`src/rtl/uart_tx_scheduler.sv`:
```
// Round-robin scheduler sharing one UART transmitter between NUM_REQ byte requesters.
// Optional watchdog is compiled in when UART_TX_SCHED_TIMEOUT_EN is defined.
module uart_tx_scheduler #(
    parameter int unsigned NUM_REQ       = 4,
    parameter int unsigned DATA_WIDTH    = 8,
    parameter int unsigned SETTLE_CYCLES = 16
`ifdef UART_TX_SCHED_TIMEOUT_EN
    ,
    parameter int unsigned TIMEOUT_CYCLES = 2000000
`endif
) (
    input  logic                          clock,
    input  logic                          reset_n,
    input  logic [NUM_REQ-1:0]            req,
    input  logic [NUM_REQ*DATA_WIDTH-1:0] req_data,
    input  logic [NUM_REQ*2-1:0]          req_baud,
    output logic [NUM_REQ-1:0]            ack,
    output logic [NUM_REQ-1:0]            grant,
    output logic [DATA_WIDTH-1:0]         tx_data,
    output logic [1:0]                    baud_rate,
    output logic                          tx_send,
    input  logic                          tx_busy,
    input  logic                          tx_done,
    output logic                          sched_busy,
    output logic                          timeout_err
);
    localparam int unsigned PW  = (NUM_REQ > 1) ? $clog2(NUM_REQ) : 1;
    localparam int unsigned SCW = $clog2(SETTLE_CYCLES + 1);
    localparam logic [1:0]  BAUD_RST = 2'b10;

    typedef enum logic [2:0] {
        IDLE,
        CFG,
        SETTLE,
        SEND,
        WAIT_BUSY,
        WAIT_DONE
    } state_t;

    state_t                r_state;
    state_t                w_next;
    logic [PW-1:0]         r_ptr;
    logic [NUM_REQ-1:0]    r_ack;
    logic [NUM_REQ-1:0]    r_grant;
    logic [DATA_WIDTH-1:0] r_tx_data;
    logic [1:0]            r_baud;
    logic [1:0]            r_next_baud;
    logic [SCW-1:0]        r_settle;
    logic                  r_tx_send;

    logic                  w_any;
    logic [PW-1:0]         w_win;
    logic [PW-1:0]         w_ptr_next;
    logic [NUM_REQ-1:0]    w_win_oh;
    logic [DATA_WIDTH-1:0] w_win_data;
    logic [1:0]            w_win_baud;
    logic                  w_frame_end;
    logic                  w_timeout;

    // Search order starts at r_ptr; the first requester found with req=1 wins.
    always_comb begin
        w_any = 1'b0;
        w_win = '0;
        for (int unsigned k = 0; k < NUM_REQ; k++) begin
            for (int unsigned i = 0; i < NUM_REQ; i++) begin
                if (!w_any && req[i] && (i == (32'(r_ptr) + k) % NUM_REQ)) begin
                    w_any = 1'b1;
                    w_win = PW'(i);
                end
            end
        end
    end

    always_comb begin
        w_win_oh   = '0;
        w_win_data = '0;
        w_win_baud = '0;
        for (int unsigned i = 0; i < NUM_REQ; i++) begin
            if (w_win == PW'(i)) begin
                w_win_oh[i] = 1'b1;
                w_win_data  = req_data[i*DATA_WIDTH +: DATA_WIDTH];
                w_win_baud  = req_baud[i*2 +: 2];
            end
        end
    end

    assign w_ptr_next  = (w_win == PW'(NUM_REQ - 1)) ? '0 : w_win + 1'b1;
    assign w_frame_end = tx_done && (r_state == WAIT_BUSY || r_state == WAIT_DONE);

`ifdef UART_TX_SCHED_TIMEOUT_EN
    localparam int unsigned TW = $clog2(TIMEOUT_CYCLES + 1);

    logic [TW-1:0] r_to_cnt;
    logic          r_timeout;

    // A genuine end of frame in the same cycle takes priority over the watchdog.
    assign w_timeout = (r_state == WAIT_BUSY || r_state == WAIT_DONE) && !w_frame_end
                       && (r_to_cnt == TW'(TIMEOUT_CYCLES - 1));

    always_ff @(posedge clock or negedge reset_n) begin
        if (!reset_n) begin
            r_to_cnt  <= '0;
            r_timeout <= 1'b0;
        end else begin
            if (w_next != r_state) begin
                r_to_cnt <= '0;
            end else if (r_state == WAIT_BUSY || r_state == WAIT_DONE) begin
                r_to_cnt <= r_to_cnt + 1'b1;
            end
            if (w_timeout) begin
                r_timeout <= 1'b1;
            end
        end
    end

    assign timeout_err = r_timeout;
`else
    assign w_timeout   = 1'b0;
    assign timeout_err = 1'b0;
`endif

    always_ff @(posedge clock or negedge reset_n) begin
        if (!reset_n) begin
            r_state <= IDLE;
        end else begin
            r_state <= w_next;
        end
    end

    always_comb begin
        w_next = r_state;
        case (r_state)
            IDLE:      if (w_any) w_next = CFG;
            CFG:       w_next = (r_next_baud == r_baud) ? SEND : SETTLE;
            SETTLE:    if (r_settle == '0) w_next = SEND;
            SEND:      w_next = WAIT_BUSY;
            WAIT_BUSY: begin
                if (tx_done) begin
                    w_next = IDLE;
                end else if (tx_busy) begin
                    w_next = WAIT_DONE;
                end
            end
            WAIT_DONE: if (tx_done) w_next = IDLE;
            default:   w_next = IDLE;
        endcase
        if (w_timeout) begin
            w_next = IDLE;
        end
    end

    // tx_send is registered out of SEND, giving the two-cycle ack-to-send latency.
    always_ff @(posedge clock or negedge reset_n) begin
        if (!reset_n) begin
            r_ptr       <= '0;
            r_ack       <= '0;
            r_grant     <= '0;
            r_tx_data   <= '0;
            r_baud      <= BAUD_RST;
            r_next_baud <= BAUD_RST;
            r_settle    <= '0;
            r_tx_send   <= 1'b0;
        end else begin
            r_ack     <= '0;
            r_tx_send <= 1'b0;
            case (r_state)
                IDLE: begin
                    if (w_any) begin
                        r_ack       <= w_win_oh;
                        r_grant     <= w_win_oh;
                        r_tx_data   <= w_win_data;
                        r_next_baud <= w_win_baud;
                        r_ptr       <= w_ptr_next;
                    end
                end
                CFG: begin
                    if (r_next_baud != r_baud) begin
                        r_baud   <= r_next_baud;
                        r_settle <= SCW'(SETTLE_CYCLES - 1);
                    end
                end
                SETTLE: begin
                    if (r_settle != '0) begin
                        r_settle <= r_settle - 1'b1;
                    end
                end
                SEND:    r_tx_send <= 1'b1;
                default: ;
            endcase
            if (w_frame_end || w_timeout) begin
                r_grant <= '0;
            end
        end
    end

    assign ack        = r_ack;
    assign grant      = r_grant;
    assign tx_data    = r_tx_data;
    assign baud_rate  = r_baud;
    assign tx_send    = r_tx_send;
    assign sched_busy = (r_state != IDLE);

endmodule
```
`config.mk`:
```
export PLATFORM = sky130hd
export DESIGN_NAME = uart_tx_scheduler
export DESIGN_NICKNAME = d
export VERILOG_FILES = /design/src/rtl/uart_tx_scheduler.sv
export SDC_FILE = /design/constraint.sdc
export NUM_CORES = 1
export LEC_CHECK = 0
export CAP_MARGIN = 20
export CELL_PAD_IN_SITES_DETAIL_PLACEMENT = 0
export CELL_PAD_IN_SITES_GLOBAL_PLACEMENT = 1
export CORE_ASPECT_RATIO = 0.7
export CORE_MARGIN = 2
export CORE_UTILIZATION = 34
export DETAILED_ROUTE_END_ITERATION = 10
export GPL_TIMING_DRIVEN = 0
export PLACE_DENSITY_LB_ADDON = 0.1
export SLEW_MARGIN = 20
export SYNTH_ARGS = -nofsm -noshare
export SYNTH_HDL_FRONTEND = slang
export SYNTH_SLANG_ARGS = --single-unit
```
`constraint.sdc`:
```
create_clock -name clock -period 3.3 [get_ports clock]
set_input_delay 0.495 -clock clock [delete_from_list [all_inputs] [get_ports clock]]
set_output_delay 0.495 -clock clock [all_outputs]
set_load 0.02 [all_outputs]
```
* After elaboration in Yosys (flattened, before gate mapping)
Cells that the tools add are included.
Cells by class: $add $sub $neg 5, equality and inequality tests 28, mux-type cells 60, reduce and logical (&&, ||, !) cells 65
Operator list (number):
- $logic_not A32 Y1 | 4
- $mux W2 | 19
- $logic_and A1 B1 Y1 | 32
- $mux W8 | 4
- $mux W1 | 23
- $mux W4 | 5
- $pmux W3 S6 | 1
- $eq A2 B2 Y1 const A | 8
- $logic_not A1 Y1 | 15
- $mux W3 | 5
- $mux W5 | 2
- $ne A2 B2 Y1 const B | 5
- $pmux W5 S2 | 1
- $eq A1 B2 Y1 const A | 4
- $eq A3 B2 Y1 const B | 2
- $eq A3 B3 Y1 const B | 2
- $reduce_and A2 Y1 | 3
- $reduce_bool A2 Y1 | 3
- $logic_not A5 Y1 | 1
- $reduce_bool A5 Y1 | 1
- $sub A5 B1 Y5 const B | 1
- $add A2 B1 Y2 const B | 2
- $add A2 B2 Y2 const B | 2
- $eq A2 B2 Y1 const B | 2
- 11 further kinds | 11
Storage, ports and cells: register bits 31, output and inout port bits 21

* Logic depth before layout (Yosys ltp)
Gate-level depths: netlist of the first run.
depth after elaboration 68, gate-level depth with buffers 10

* Worst setup path after synthesis of the first run
Ideal clock, no wire load.
path type input to register, from input req[2], to register r_next_baud[1], arrival time 2.229 ns, path slack 0.994 ns, cell stages on the path 10, path buffers 1, path through inv_1 > o221a_2 > o22ai_1 > inv_1 > ha_1 > nor2b_1 > clkbuf_1 > a221oi_1 > a211o_1 > a31oi_1
Between the ends: cells in the longest elaborated chain, start to end 60, elaborated cells between the ends (all ways) 78
Ends and longest elaborated chain:
- from (decl) | RTL line 14 | input logic [NUM_REQ-1:0] req,
- $logic_and A1 B1 Y1 (2 in series) | RTL line 66 | if (!w_any && req[i] && (i == (32'(r_ptr) + k) % NUM_REQ)) begin
- $mux W1 | RTL line 66
- $logic_not A1 Y1 | RTL line 66
- $logic_and A1 B1 Y1 (2 in series) | RTL line 66
- $mux W1 | RTL line 66
- $logic_not A1 Y1 | RTL line 66
- $logic_and A1 B1 Y1 (2 in series) | RTL line 66
- $mux W1 | RTL line 66
- (+36 left out)
- $logic_not A1 Y1 | RTL line 66
- $logic_and A1 B1 Y1 (2 in series) | RTL line 66
- $mux W1 | RTL line 66
- $logic_not A1 Y1 | RTL line 66
- $logic_and A1 B1 Y1 (2 in series) | RTL line 66
- $mux W2 | RTL line 66
- $logic_not A2 Y1 | RTL line 79 | if (w_win == PW'(i)) begin
- $mux W2 (4 in series) | RTL line 79
- to (signal assigned) | RTL line 172 | r_next_baud <= w_win_baud;
- to (decl) | RTL line 47 | logic [1:0] r_next_baud;
Parallel ways exist; a longest one is shown, timed or not. A chain may end at the register's enable or synchronous reset.

* Final worst setup path of the first run
from input req[2], to register r_tx_data[4], in the netlist tx_data[4]
Between the ends: cells in the longest elaborated chain, start to end 60, elaborated cells between the ends (all ways) 78
Ends and longest elaborated chain:
- $logic_and A1 B1 Y1 (2 in series) | RTL line 66
- $mux W1 | RTL line 66
- $logic_not A1 Y1 | RTL line 66
- $logic_and A1 B1 Y1 (2 in series) | RTL line 66
- $mux W1 | RTL line 66
- $logic_not A1 Y1 | RTL line 66
- $logic_and A1 B1 Y1 (2 in series) | RTL line 66
- $mux W1 | RTL line 66
- (+36 left out)
- $logic_not A1 Y1 | RTL line 66
- $logic_and A1 B1 Y1 (2 in series) | RTL line 66
- $mux W1 | RTL line 66
- $logic_not A1 Y1 | RTL line 66
- $logic_and A1 B1 Y1 (2 in series) | RTL line 66
- $mux W2 | RTL line 66
- $logic_not A2 Y1 | RTL line 79
- $mux W8 (4 in series) | RTL line 79
- to (signal assigned) | RTL line 171 | r_tx_data <= w_win_data;
- to (decl) | RTL line 45 | logic [DATA_WIDTH-1:0] r_tx_data;
Parallel ways exist; a longest one is shown, timed or not.

==> results.cfg, run 1 <==
[timing]
period_needed_ns = 3.066
fmax_mhz = 326.1
rsz0062_at_grt = no
setup_viol = 0
tightestPinTransition_ns = 0.5735
fin_ws_ns = 0.2336
fin_crit_sh_pct = 92.92
finClkSkew_ns = 0.005833
slew_headroom_pct = 61.76
final_max_slew_viol_count = 0
whs_ns = 0.5327
final_hold_viol_count = 0

[flow_run]
max_cap_viol_count = 0

[logic_synthesis]
synth_most_common_cell = dfrtp_1
synth_area_um2 = 1774
synthArstFlopShare_pct = 100.0
yosysTopAreaCell = dfrtp_1
synthTopCellsByCount = 29 x dfrtp_1, 22 x nor2_1, 17 x inv_1
synth_top_area_share_pct = 40.90
synth_edf_count = 0
ys_warn_count = 0
synth_seq_cells = 31
yosys-top-cells-area = dfrtp_1 41%, nor2_1 4.7%, a211o_1 4.4%
syn_inst = 185
syn-num-nets = 239
yosysSeqAreaShare_pct = 43.86
synth_cell_types = 46
synth.avg_cell_area_um2 = 9.590
synthFlopType = dfrtp_1

[global_routing]
antenna_found_initial = 0
grt_pass1_wl_um = 7907
grt_max_degree = 31
grt-ovfl-total = 0
grt_usage_pct = 17.14
grt_pass1_vias = 1679

[power_and_ir_drop]
power.share.clock_pct = 12.1
p_seq_share_pct = 29.2
intPower_mw = 1.340
total_power_mw = 2.299
comb_power_share_pct = 58.7
p_sw_share_pct = 41.71
leakage_nw = 1.133
netSwitchingPower_mw = 0.9590
peakVddDrop_v = 0.0002991
power_density_nw_per_um2 = 871.7

[clocking]
cts_inserted_buffers = 5
ctsLongestPathBuffers = 2
insertion_delay_ns = 0.28
post_cts_buffers = 0
cts.clk_slew.worst_paths_ns = 0.06
htreeDepth = 2
cts_tree = yes
cts_sinks = 31
cts_root_buffer = clkbuf_8

[placed_design]
post-dp-hpwl_um = 3522
place_ws_ns = -0.01097
gp_congestion = 0.7379
portBuffers = 67

[min_path]
hp-class = reg -> reg

[cells_and_area]
nets = 315
drive_gt1_share_pct = 9.160
area_growth_pct = 48.66
antenna_cells = 0

[floorplanning]
core-area_um2 = 4913
die_h_um = 64.44
start_util_pct = 36.11
top_level_ports = 69
die_area_um2 = 5822
die_w_um = 90.34
row_count = 21

[worst_setup_path]
crit_type = in -> reg
crit_chain = clkdlybuf4s50_1 -> inv_1 -> o221a_2 -> o22ai_1 -> inv_1 -> ha_1 -> nor2b_1 -> clkbuf_1 -> a221oi_1 -> a211o_1 -> a31oi_1
cp.buffers_inverters = 4
cpMostUsedCell = inv_1
critPathLaunchType = primary input
cp.arrival_ns = 3.26
crit_path_end_kind = flop
cp.required_ns = 3.50
cpMaxStageDelayCell = clkdlybuf4s50_1
cpPeakStageDelay_ns = 0.50
cp_top_family = compound AO/OA/AOI/OAI gates
crit_fanout = 9

[run_status]
status = finished, final reports clean

[drt]
detail-route-antenna-nets = 0
num_vias = 1635
wl_per_cell_um = 14.28
vias_per_cell = 4.940
firstDrtPassIters = 4
routed_wirelength_um = 4727
drc = 0
drt-initial-drc-count = 65
-- flip-flops by register name, indices dropped and copies added (netlist names) --
signal	cells
tx_data	8
r_settle	5
ack	4
grant	4
r_state	3
baud_rate	2
r_next_baud	2
r_ptr	2
tx_send	1
-- metal layers --
metal  vias up  share of wire (%)  track usage, %
met1       776                 51           23.13
met4         0               0.57           3.462
met3         4                6.3           5.581
met5         -                  0               0
li1        810                  -               -
met2        45                 42           27.26
-- power by group through the flow --
stage | Combinational [mW] | Sequential, mW | Clock (mW)
after floorplan | 0.760 | 0.776 | 0
after global placement | 1.35 | 0.674 | 0
after detailed placement | 1.36 | 0.675 | 0
after CTS | 1.37 | 0.671 | 0.294
after global routing | 1.48 | 0.699 | 0.313
final | 1.35 | 0.671 | 0.279
-- cell usage in the layout, fill, tap and decap left out, types with 2 or more instances in the layout --
cell,instances
clkdlybuf4s50_1,66
dfrtp_1,29
nor2_1,22
inv_1,17
clkbuf_1,11
nand2_1,10
a31oi_1,10
a221oi_1,9
a211o_1,9
ha_1,6
a21oi_1,5
mux2i_1,5
clkbuf_8,5
nor3_1,4
and2_1,4
mux2_2,4
nor2b_1,3
buf_2,3
a22oi_1,3
xnor2_1,3
and3b_1,2
nand3_1,2
dfstp_2,2
-- layout make-up --
| type | instances | area (µm²) |
|---|---|---|
| buffer | 13 | 62.56 |
| clock buffer | 7 | 76.32 |
| clock inverter | 1 | 5.005 |
| fill | 476 | 2276 |
| inverter | 17 | 63.81 |
| multi-input combinational | 124 | 869.6 |
| sequential | 31 | 778.2 |
| tap | 69 | 86.33 |
| timing repair buffer | 69 | 695.7 |
-- cells by family after synthesis --
kind of cell	count (synthesis)	share of synthesized area, %
XOR/XNOR	3	1.481
AND/OR/NAND/NOR	58	17.28
multiplexers	10	5.994
buffers and inverters	30	7.123
adder cells (fa/ha/maj)	6	4.231
flip-flops	31	43.86
other	1	0.2114
AO/OA/AOI/OAI	46	19.82
-- per-stage QoR --
stage                     cells  TNS [ns]  instance area, µm²  util (%)
after floorplan             185         0                1774         -
after global placement      321         0                2531     51.52
after detailed placement    322  -0.01097                2546     51.82
after CTS                   331         0                2638     53.68
after global routing        331         0                2638     53.68
final                       331         0                2638     53.68
-- final timing paths --
check | start | to | slack (ns) | cells past startpoint
min in group asynchronous | reset_n | tx_data[3]$_DFFE_PN0P_ | 0.55 | 2
worst min register to register | r_next_baud[1]$_DFFE_PN1P_ | r_next_baud[1]$_DFFE_PN1P_ | 0.53 | 2
worst min-delay path | r_next_baud[1]$_DFFE_PN1P_ | r_next_baud[1]$_DFFE_PN1P_ | 0.53 | 2
max in group asynchronous | reset_n | baud_rate[1]$_DFFE_PN1P_ | 2.35 | 3
worst max-delay path | req[2] | tx_data[4]$_DFFE_PN0P_ | 0.23 | 11
worst max register to register | r_ptr[0]$_DFFE_PN0P_ | tx_data[4]$_DFFE_PN0P_ | 0.57 | 9
-- worst register-to-register path, delay by kind of cell, from the launching register on --
family / cells / cell delay, ns
AND/OR/NAND/NOR: 1 / 0.13
adder cells (fa/ha/maj): 1 / 0.30
AO/OA/AOI/OAI: 5 / 1.23
buffers and inverters: 2 / 0.57
flip-flops: 1 / 0.41
-- timing repair --
action                                 4_1_cts  5_1_grt
gates resized for setup                      0        0
endpoints found under the hold margin        1        0
hold buffers                                 1        0
Power figures use the tool's default switching activity.
==> run 2: changes to the inputs <==
--- a/config.mk
+++ b/config.mk
@@ -13,7 +13,7 @@
 export CORE_UTILIZATION = 34
 export DETAILED_ROUTE_END_ITERATION = 10
 export GPL_TIMING_DRIVEN = 0
-export PLACE_DENSITY_LB_ADDON = 0.1
+export PLACE_DENSITY = 0.84
 export SLEW_MARGIN = 20
 export SYNTH_ARGS = -nofsm -noshare
 export SYNTH_HDL_FRONTEND = slang
==> run 2 against run 1 <==
  * Cell count is 0.30% lower
  * Worst setup slack better by 0.23 ns
  * Global-route usage is 0.80 points higher
  * Routed wire length is 3.3% higher
  * Power is 2.6% higher
  * Die area stayed put
  * Highest routed layer unchanged
  * Register-to-register slack better by 0.25 ns
  * Clock skew is 0.0019 ns lower
  * Sequential share of layout area is 0.11 points lower
==> results.cfg, run 2 (synthesis gave the netlist of run 1 again) <==
[clocking]
postCtsHoldBufs = 0
cts_root_buffer = clkbuf_8
cts.clk_slew.worst_paths_ns = 0.07
cts_inserted_buffers = 5
ctsLongestPathBuffers = 2
cts_tree = yes
post_cts_buffers = 0
htreeDepth = 2
insertion_delay_ns = 0.29
cts_sinks = 31

[cells_and_area]
nets = 314
antenna_cells = 0
fillCellCount = 489
layout.cells.non_filler = 330
finish.utilization_pct = 53.88
layout_common_cells = 66 x clkdlybuf4s50_1, 29 x dfrtp_1, 22 x nor2_1
fin_area_um2 = 2648
final_common_cell = clkdlybuf4s50_1
area_growth_pct = 49.22
drive_gt1_share_pct = 9.962
largest_register_ffs = 8

[global_routing]
gr-usage-met1_pct = 24.74
grt_pass1_vias = 1660
use_met3_pct = 6.279
antenna_found_initial = 0
grt-ovfl-total = 0
grt_busiest_layer = met2
met2_usage_pct = 26.88
grt_max_degree = 32
grt_pass1_wl_um = 8128
grt_usage_pct = 17.95

[timing]
final_max_slew_viol_count = 0
setup_viol = 0
rsz0062_at_grt = no
tightestPinTransition_ns = 0.5360
fin_crit_sh_pct = 86.09
fin_ws_ns = 0.4590
fmax_mhz = 352.0
period_needed_ns = 2.841
finClkSkew_ns = 0.003890
final_hold_viol_count = 0
slew_headroom_pct = 64.11

[drt]
wl_per_cell_um = 14.79
drc = 0
detail-route-antenna-nets = 0
num_vias = 1637
routed_wirelength_um = 4882
vias_per_cell = 4.961
firstDrtPassIters = 4
drt-initial-drc-count = 66

[power_and_ir_drop]
leakage_nw = 1.142
power_density_nw_per_um2 = 890.6
peakVddDrop_v = 0.0003143

[floorplanning]
top_level_ports = 69
start_util_pct = 36.11
die_w_um = 90.34
die_h_um = 64.44
row_count = 21
core-area_um2 = 4913
die_area_um2 = 5822

[worst_setup_path]
cp.required_ns = 3.50
crit_fanout = 9
crit_type = in -> reg
critPathLaunchType = primary input
cp.arrival_ns = 3.04
crit_path_end_kind = flop

[placed_design]
post-dp-hpwl_um = 3541
dpl.cell_count = 322
place_area_um2 = 2546
place_ws_ns = -0.02295
portBuffers = 67
gp_congestion = 0.8124

[flow_run]
max_cap_viol_count = 0

[run_status]
status = finished, final reports clean

[min_path]
hp-class = in -> async
-- run 2: critical path, cell delays in order --
cell	delay (ns)
clkdlybuf4s50_1	0.52
inv_1	0.07
o221a_2	0.26
o22ai_1	0.29
inv_1	0.11
ha_1	0.30
nor2b_1	0.13
clkbuf_2	0.25
a221oi_1	0.12
a211o_1	0.30
a31oi_1	0.18
-- run 2: worst paths after layout --
check	from	end	slack, ns	cells after the start
worst max-delay path	req[2]	tx_data[5]$_DFFE_PN0P_	0.46	11
worst min-delay path	reset_n	r_state[2]$_DFFE_PN0P_	0.15	2
worst max register to register	r_ptr[0]$_DFFE_PN0P_	tx_data[5]$_DFFE_PN0P_	0.82	9
worst min register to register	grant[0]$_DFFE_PN0P_	grant[0]$_DFFE_PN0P_	0.53	2
max in group asynchronous	reset_n	r_next_baud[1]$_DFFE_PN1P_	2.91	2
min in group clock	grant[0]$_DFFE_PN0P_	grant[0]$_DFFE_PN0P_	0.53	2
-- run 2: report_power, final --
| part | internal [mW] | switching [mW] |
|---|---|---|
| sequential | 0.558 | 0.119 |
| combinational | 0.637 | 0.710 |
| clock | 0.190 | 0.144 |
| total | 1.38 | 0.973 |
-- run 2: timing repair --
item	in CTS	in global routing
gates resized for setup	0	2
endpoints found under the hold margin	0	0
setup endpoints to repair	0	2
-- run 2: metal layers --
metal | up-vias | share of wire [%]
met5 | - | 0
met4 | 0 | 1.3
met3 | 7 | 7.3
met2 | 66 | 41
met1 | 754 | 50
li1 | 810 | -
-- run 2: area by class of cell --
| class | count | area, µm² | area share (%) |
|---|---|---|---|
| Timing Repair Buffer | 68 | 685.7 | 25.90 |
| Multi-Input combinational cell | 124 | 869.6 | 32.84 |
| Sequential cell | 31 | 778.2 | 29.40 |
| Buffer | 13 | 63.81 | 2.410 |
| Inverter | 17 | 63.81 | 2.410 |
| Tap cell | 69 | 86.33 | 3.261 |
| Clock buffer | 8 | 100.1 | 3.781 |
-- run 2: through the flow --
stage	TNS (ns)	power (mW)	hold WS, ns
floorplan	0	1.536	0.1994
global placement	0	1.998	0.5133
detailed placement	-0.02821	2.028	0.4624
CTS	0	2.369	0.1477
global route	0	2.549	0.1541
finish	0	2.358	0.1494
==> run 3: changes to the inputs <==
--- a/config.mk
+++ b/config.mk
@@ -13,7 +13,7 @@
 export CORE_UTILIZATION = 34
 export DETAILED_ROUTE_END_ITERATION = 10
 export GPL_TIMING_DRIVEN = 0
-export PLACE_DENSITY = 0.84
+export PLACE_DENSITY_LB_ADDON = 0.1
 export SLEW_MARGIN = 20
 export SYNTH_ARGS = -nofsm -noshare
 export SYNTH_HDL_FRONTEND = slang
==> results of run 3 <==
Final layout, timing and power as in run 1 (identical DEF).
